[config.mk]
export PLATFORM = sky130hd
export DESIGN_NAME = mos6502_bus_arbiter
export DESIGN_NICKNAME = d
export VERILOG_FILES = /design/src/rtl/mos6502_arb_pkg.sv /design/src/rtl/mos6502_bus_arbiter.sv
export SDC_FILE = /design/constraint.sdc
export NUM_CORES = 1
export LEC_CHECK = 0
export CAP_MARGIN = 0
export CORE_ASPECT_RATIO = 1.2
export CORE_MARGIN = 1
export CORE_UTILIZATION = 42
export CTS_CLUSTER_SIZE = 40
export DETAILED_ROUTE_END_ITERATION = 8
export PLACE_DENSITY = 0.78
export SYNTH_ARGS = -nofsm -noshare
export SYNTH_HDL_FRONTEND = slang
export SYNTH_SLANG_ARGS = --single-unit
[constraint.sdc]
create_clock -name wb_clk_i -period 2.4 [get_ports wb_clk_i]
set_input_delay 0.6 -clock wb_clk_i [delete_from_list [all_inputs] [get_ports wb_clk_i]]
set_output_delay 0.6 -clock wb_clk_i [all_outputs]
set_load 0.01 [all_outputs]
[src/rtl/mos6502_arb_pkg.sv]
`default_nettype none
// +--------------------------------------------------------------------------+
// | mos6502_arb_pkg : shared types and defaults for the 6502 bus arbiter     |
// | Rev 1.0                                                                  |
// +--------------------------------------------------------------------------+
package mos6502_arb_pkg;

  localparam int c_ADDR_W_DEF = 16;
  localparam int c_DATA_W_DEF = 8;

  typedef enum logic [2:0] {
    CPU      = 3'd0,
    H_ADDR   = 3'd1,
    H_WAIT   = 3'd2,
    H_DONE   = 3'd3,
    C_RESUME = 3'd4
  } arb_state_t;

endpackage
`default_nettype wire

[src/rtl/mos6502_bus_arbiter.sv]
`default_nettype none
// +--------------------------------------------------------------------------+
// | mos6502_bus_arbiter : shares the memory pads between the 6502 core and a |
// | host loader port, stalling the core via RDY. Rev 1.0                     |
// +--------------------------------------------------------------------------+
module mos6502_bus_arbiter
  import mos6502_arb_pkg::*;
#(
  parameter int ADDR_W      = c_ADDR_W_DEF,
  parameter int DATA_W      = c_DATA_W_DEF,
  parameter int HOST_WAIT   = 1,
  parameter int CPU_MIN_RUN = 2
) (
  input  logic              wb_clk_i,
  input  logic              reset,
  input  logic [ADDR_W-1:0] cpu_ab,
  input  logic [DATA_W-1:0] cpu_do,
  input  logic              cpu_we,
  output logic              cpu_rdy,
  output logic [DATA_W-1:0] cpu_di,
  input  logic              host_req,
  input  logic              host_we,
  input  logic [ADDR_W-1:0] host_addr,
  input  logic [DATA_W-1:0] host_wdata,
  output logic              host_ack,
  output logic [DATA_W-1:0] host_rdata,
  output logic [ADDR_W-1:0] mem_addr,
  output logic [DATA_W-1:0] mem_wdata,
  output logic              mem_we,
  output logic              mem_oeb,
  input  logic [DATA_W-1:0] mem_rdata,
  output logic              grant_host
);

  localparam int c_WAIT_W = (HOST_WAIT > 0) ? $clog2(HOST_WAIT + 1) : 1;
  localparam int c_RUN_W  = $clog2(CPU_MIN_RUN + 1);
  localparam logic [c_WAIT_W-1:0] c_WAIT_INIT = c_WAIT_W'((HOST_WAIT > 0) ? HOST_WAIT - 1 : 0);
  localparam logic [c_RUN_W-1:0]  c_RUN_MAX   = c_RUN_W'(CPU_MIN_RUN);

  arb_state_t          r_state;
  arb_state_t          w_state_nxt;
  logic [c_WAIT_W-1:0] r_wait_cnt;
  logic [c_RUN_W-1:0]  r_run_cnt;
  logic                r_host_we;
  logic [ADDR_W-1:0]   r_host_addr;
  logic [DATA_W-1:0]   r_host_wdata;
  logic [DATA_W-1:0]   r_cpu_di;
  logic                r_host_ack;
  logic [DATA_W-1:0]   r_host_rdata;
  logic                w_accept;
  logic [ADDR_W-1:0]   w_mem_addr;
  logic [DATA_W-1:0]   w_mem_wdata;
  logic                w_mem_we;
  logic                w_cpu_rdy;

  // Host is only taken on a CPU read cycle, after the core has had its minimum run.
  assign w_accept = (r_state == CPU) && host_req && !cpu_we && (r_run_cnt == c_RUN_MAX);

  always_ff @(posedge wb_clk_i) begin
    if (reset) r_state <= CPU;
    else       r_state <= w_state_nxt;
  end

  always_comb begin
    w_state_nxt = r_state;
    w_mem_addr  = cpu_ab;
    w_mem_wdata = cpu_do;
    w_mem_we    = 1'b0;
    w_cpu_rdy   = 1'b0;
    case (r_state)
      CPU: begin
        w_mem_we  = cpu_we;
        w_cpu_rdy = 1'b1;
        if (w_accept) w_state_nxt = H_ADDR;
      end
      H_ADDR: begin
        w_mem_addr  = r_host_addr;
        w_mem_wdata = r_host_wdata;
        w_mem_we    = r_host_we;
        w_state_nxt = (HOST_WAIT > 0) ? H_WAIT : H_DONE;
      end
      H_WAIT: begin
        w_mem_addr  = r_host_addr;
        w_mem_wdata = r_host_wdata;
        w_mem_we    = r_host_we;
        if (r_wait_cnt == '0) w_state_nxt = H_DONE;
      end
      H_DONE: begin
        w_mem_addr  = r_host_addr;
        w_mem_wdata = r_host_wdata;
        w_state_nxt = C_RESUME;
      end
      C_RESUME: w_state_nxt = CPU;
      default:  w_state_nxt = CPU;
    endcase
  end

  always_ff @(posedge wb_clk_i) begin
    if (reset) begin
      r_run_cnt    <= '0;
      r_wait_cnt   <= '0;
      r_host_we    <= 1'b0;
      r_host_addr  <= '0;
      r_host_wdata <= '0;
    end else begin
      if (r_state == CPU && r_run_cnt != c_RUN_MAX) r_run_cnt <= r_run_cnt + 1'b1;
      else if (r_state == C_RESUME)                 r_run_cnt <= '0;
      if (w_accept) begin
        r_host_we    <= host_we;
        r_host_addr  <= host_addr;
        r_host_wdata <= host_wdata;
      end
      if (r_state == H_ADDR)                          r_wait_cnt <= c_WAIT_INIT;
      else if (r_state == H_WAIT && r_wait_cnt != '0) r_wait_cnt <= r_wait_cnt - 1'b1;
    end
  end

  // C_RESUME re-reads the frozen CPU address so DI is valid on the first RDY=1 cycle.
  always_ff @(posedge wb_clk_i) begin
    if (reset) begin
      r_cpu_di     <= '0;
      r_host_ack   <= 1'b0;
      r_host_rdata <= '0;
    end else begin
      r_host_ack <= (r_state == H_DONE);
      if (r_state == H_DONE && !r_host_we) r_host_rdata <= mem_rdata;
      if ((r_state == CPU && !cpu_we) || r_state == C_RESUME) r_cpu_di <= mem_rdata;
    end
  end

  assign mem_addr   = w_mem_addr;
  assign mem_wdata  = w_mem_wdata;
  assign mem_we     = w_mem_we && !reset;
  assign mem_oeb    = !mem_we;
  assign cpu_rdy    = w_cpu_rdy || reset;
  assign cpu_di     = r_cpu_di;
  assign host_ack   = r_host_ack;
  assign host_rdata = r_host_rdata;
  assign grant_host = (r_state != CPU) && (r_state != C_RESUME);

endmodule
`default_nettype wire

==> flow_metrics.env <==
export IMPL_status="complete, but fails checks"
export IMPL_failed_checks="design-rule violations"
export IMPL_crit_required_ns=1.80
export IMPL_muxShareOfSynthArea_pct=25.4
export IMPL_rsz0062_at_grt="yes"
export IMPL_dr_pass1_iters=6
export IMPL_grt_met1_usage_pct=21.1
export IMPL_netlist_area_um2=2400
export IMPL_min_period_ns=2.31
export IMPL_synth_xor_xnor_area_share_pct=0.364
export IMPL_wl_mm=5.49
export IMPL_nNetsFinal=405
export IMPL_die_x_um=71.1
export IMPL_n_fill_cell=467
export IMPL_drv_slew=0
export IMPL_synth_ff_type="dfxtp_1"
export IMPL_io_pins=106
export IMPL_post_place_ws_ns=-0.185
export IMPL_finalClockSkew_ns=0.00686
export IMPL_p_total_uw=2020
export IMPL_io_buffers=105
export IMPL_hold_end="r_host_addr[7]"
export IMPL_grt_first_pass_wirelength_mm=8.94
export IMPL_hp_class="register to register"
export IMPL_yosys_warnings=0
export IMPL_holdWs_ns=0.473
export IMPL_yosysTopAreaCell="dfxtp_1"
export IMPL_tightest_slew_ns=0.535
export IMPL_leakage_uw=0.00136
export IMPL_synth_compound_area_share_pct=5.31
export IMPL_met3_usage_pct=6.06
export IMPL_rr_endpoint="r_host_addr[0]"
export IMPL_grt_busiest_layer="met2"
export IMPL_drt_iter0_markers=95
export IMPL_antenna_cells=0
export IMPL_max_cap_viol_count=0
export IMPL_row_count=29
export IMPL_hpwl_mm=3.84
export IMPL_synth_cells=240
export IMPL_ys_types=31
export IMPL_cts_tree="built"
export IMPL_critical_path_class="register to primary output"
export IMPL_mostFrequentLayoutCells="clkdlybuf4s50_1, nand2b_1, dfxtp_1"
export IMPL_grt_overflow=0
export IMPL_multi_input_area_um2=1310
export IMPL_yosysTopAreaCellShare_pct=40.0
export IMPL_seq_area_um2=963
export IMPL_ir_drop_mv=0.275
export IMPL_htreeDepth=2
export IMPL_grt_use_total_pct=19.1
export IMPL_seq_area_frac_synth_pct=40.0
export IMPL_synthTopCellsByArea="dfxtp_1, mux2i_1, nand2b_1, mux2_1, o21ai_0"
export IMPL_postSynthAreaPerCell_um2=10.0
export IMPL_min_from="r_host_addr[7]"
export IMPL_post_cts_setup_buffers=0
export IMPL_start_util_pct=44.5
export IMPL_cts_hold_fix_buffers=0
export IMPL_die_h_um=84.9
export IMPL_startpoint_type="register"
export IMPL_place_congestion=0.737
export IMPL_cts_clk_slew_worst_paths_ns=0.09
export IMPL_cp_max_fo=12
export IMPL_post_drt_wl_per_cell_um=13.5
export IMPL_layout_commonest_cell="clkdlybuf4s50_1"
export IMPL_clkSinkCount=48
export IMPL_instances_no_fill=406
export IMPL_end_kind="primary output"
export IMPL_vias_per_cell=4.99
export IMPL_core_um2=5410
export IMPL_insertion_delay_ns=0.30
export IMPL_finalCritPeriodShare_pct=96.2
export IMPL_tns_ns=0
export IMPL_worstPathArrival_ns=1.71
export IMPL_drc=7
export IMPL_synth_seq_cells=48
export IMPL_finalSetupViolations=0
export IMPL_hold_path_depth=2
export IMPL_fmax_mhz=433
export IMPL_synth_adder_area_share_pct=0.521
export IMPL_hold_viol=0
export IMPL_dp_cells=397
export IMPL_synth_edf_count=0
export IMPL_antenna_left=0
export IMPL_area_growth_pct=49.6
export IMPL_dieArea_um2=6030
export IMPL_numCtsBuffers=5
export IMPL_via_count=2024
export IMPL_powerDensity_nw_per_um2=561
export IMPL_layout_drive_gt1_share_pct=8.72
export IMPL_cts_buffer_depth=2
export IMPL_grt_pass1_vias=1927
export IMPL_grt_antenna_before_repair=0
export IMPL_rrSetupSlack_ns=0.89
export IMPL_synth_async_reset_ratio_pct=0
export IMPL_synthSimpleGateAreaFrac_pct=22.2
export IMPL_slew_headroom_pct=64.3
export IMPL_fin_ws_ns=0.0911
export IMPL_synth_top_family_by_area="multiplexers"
export IMPL_root_buffer="clkbuf_8"
export IMPL_grtUsageMet2_pct=33.7
export IMPL_grt_max_degree=72
export IMPL_syn_num_nets=302
export IMPL_timing_rr_start="r_state[0]"
export IMPL_worstRegToRegCells=6
metrics by stage:
| stage | cell area (um^2) | util [%] |
|---|---|---|
| 2_1_floorplan | 2400 | - |
| 3_3_place_gp | 3490 | 64.6 |
| 3_5_place_dp | 3490 | 64.6 |
| 4_1_cts | 3590 | 66.4 |
| 5_1_grt | 3600 | 66.5 |
| 6_report | 3600 | 66.5 |
synthesized netlist by cell type, types with 2 or more instances:
library cell	n
buf_6	2
buf_12	2
mux2_1	20
mux2i_1	34
nor3_1	2
and3_1	2
buf_2	4
clkbuf_1	8
a21oi_1	10
mux2_2	4
buf_4	3
o21a_1	2
or4_1	2
dfxtp_1	48
o21ai_0	11
nand3_1	8
nor2_1	11
nor2b_1	3
nand2b_1	52
logic make-up (layout without fill, tap and decap cells):
group | after synthesis | after routing
simple gates | 86 | 86
mux | 58 | 58
flops | 48 | 48
compound gates | 24 | 24
buf+inv | 22 | 126
fa+ha+maj | 1 | 1
xor+xnor | 1 | 1
per-layer routing:
layer / share of wire [%] / vias up
met4: 1.5 / 0
li1: - / 1011
met5: 0 / -
met3: 8.3 / 7
met2: 50 / 89
met1: 40 / 917
state kept, by name, summed over array words and instances, names as in the netlist:
signal        flops
host_rdata        8
r_host_wdata      8
r_run_cnt         2
host_ack          1
r_wait_cnt        1
r_host_addr      16
cpu_di            8
r_host_we         1
r_state           3
worst max-delay path by stage:
| stage | start | to | slack [ns] | cells after the start |
|---|---|---|---|---|
| 2_1_floorplan | reset | cpu_rdy | 0.37 | 4 |
| 3_3_place_gp | cpu_we | mem_we | -0.21 | 5 |
| 3_5_place_dp | cpu_we | mem_we | -0.19 | 5 |
| 4_1_cts | r_state[0] | mem_addr[13] | 0.01 | 6 |
| 5_1_grt | r_state[0] | mem_wdata[3] | -0.006 | 6 |
| 6_report | r_state[0] | mem_addr[3] | 0.09 | 6 |
what timing repair did:
| action | in CTS | in global routing |
|---|---|---|
| gates cloned | 1 | 0 |
| hold endpoints to repair | 0 | 0 |
| pin swaps | 1 | 1 |
| resized for setup | 30 | 2 |
| endpoints found under the setup margin | 26 | 26 |
power by group:
| part | total (uW) | switching, uW | internal, uW |
|---|---|---|---|
| clock network | 498 | 264 | 234 |
| registers | 879 | 30.7 | 848 |
| logic | 640 | 268 | 373 |
| total | 2020 | 562 | 1460 |
worst max-delay path: stages, from the launching register on:
cell	delay, ns
dfxtp_2	0.35
nor2_8	0.12
inv_4	0.04
nand2b_4	0.11
buf_12	0.16
mux2_1	0.33
dlygate4sd2_1	0.29
area by class of cell:
class | instances | area share (%)
sequential | 48 | 26.8
clock buffer | 7 | 2.40
clock inverter | 1 | 0.209
tap | 62 | 2.16
inverter | 2 | 0.278
multi-input combinational | 170 | 36.4
timing repair buffer | 116 | 31.8
No activity file was read; power rests on OpenSTA's default activity.
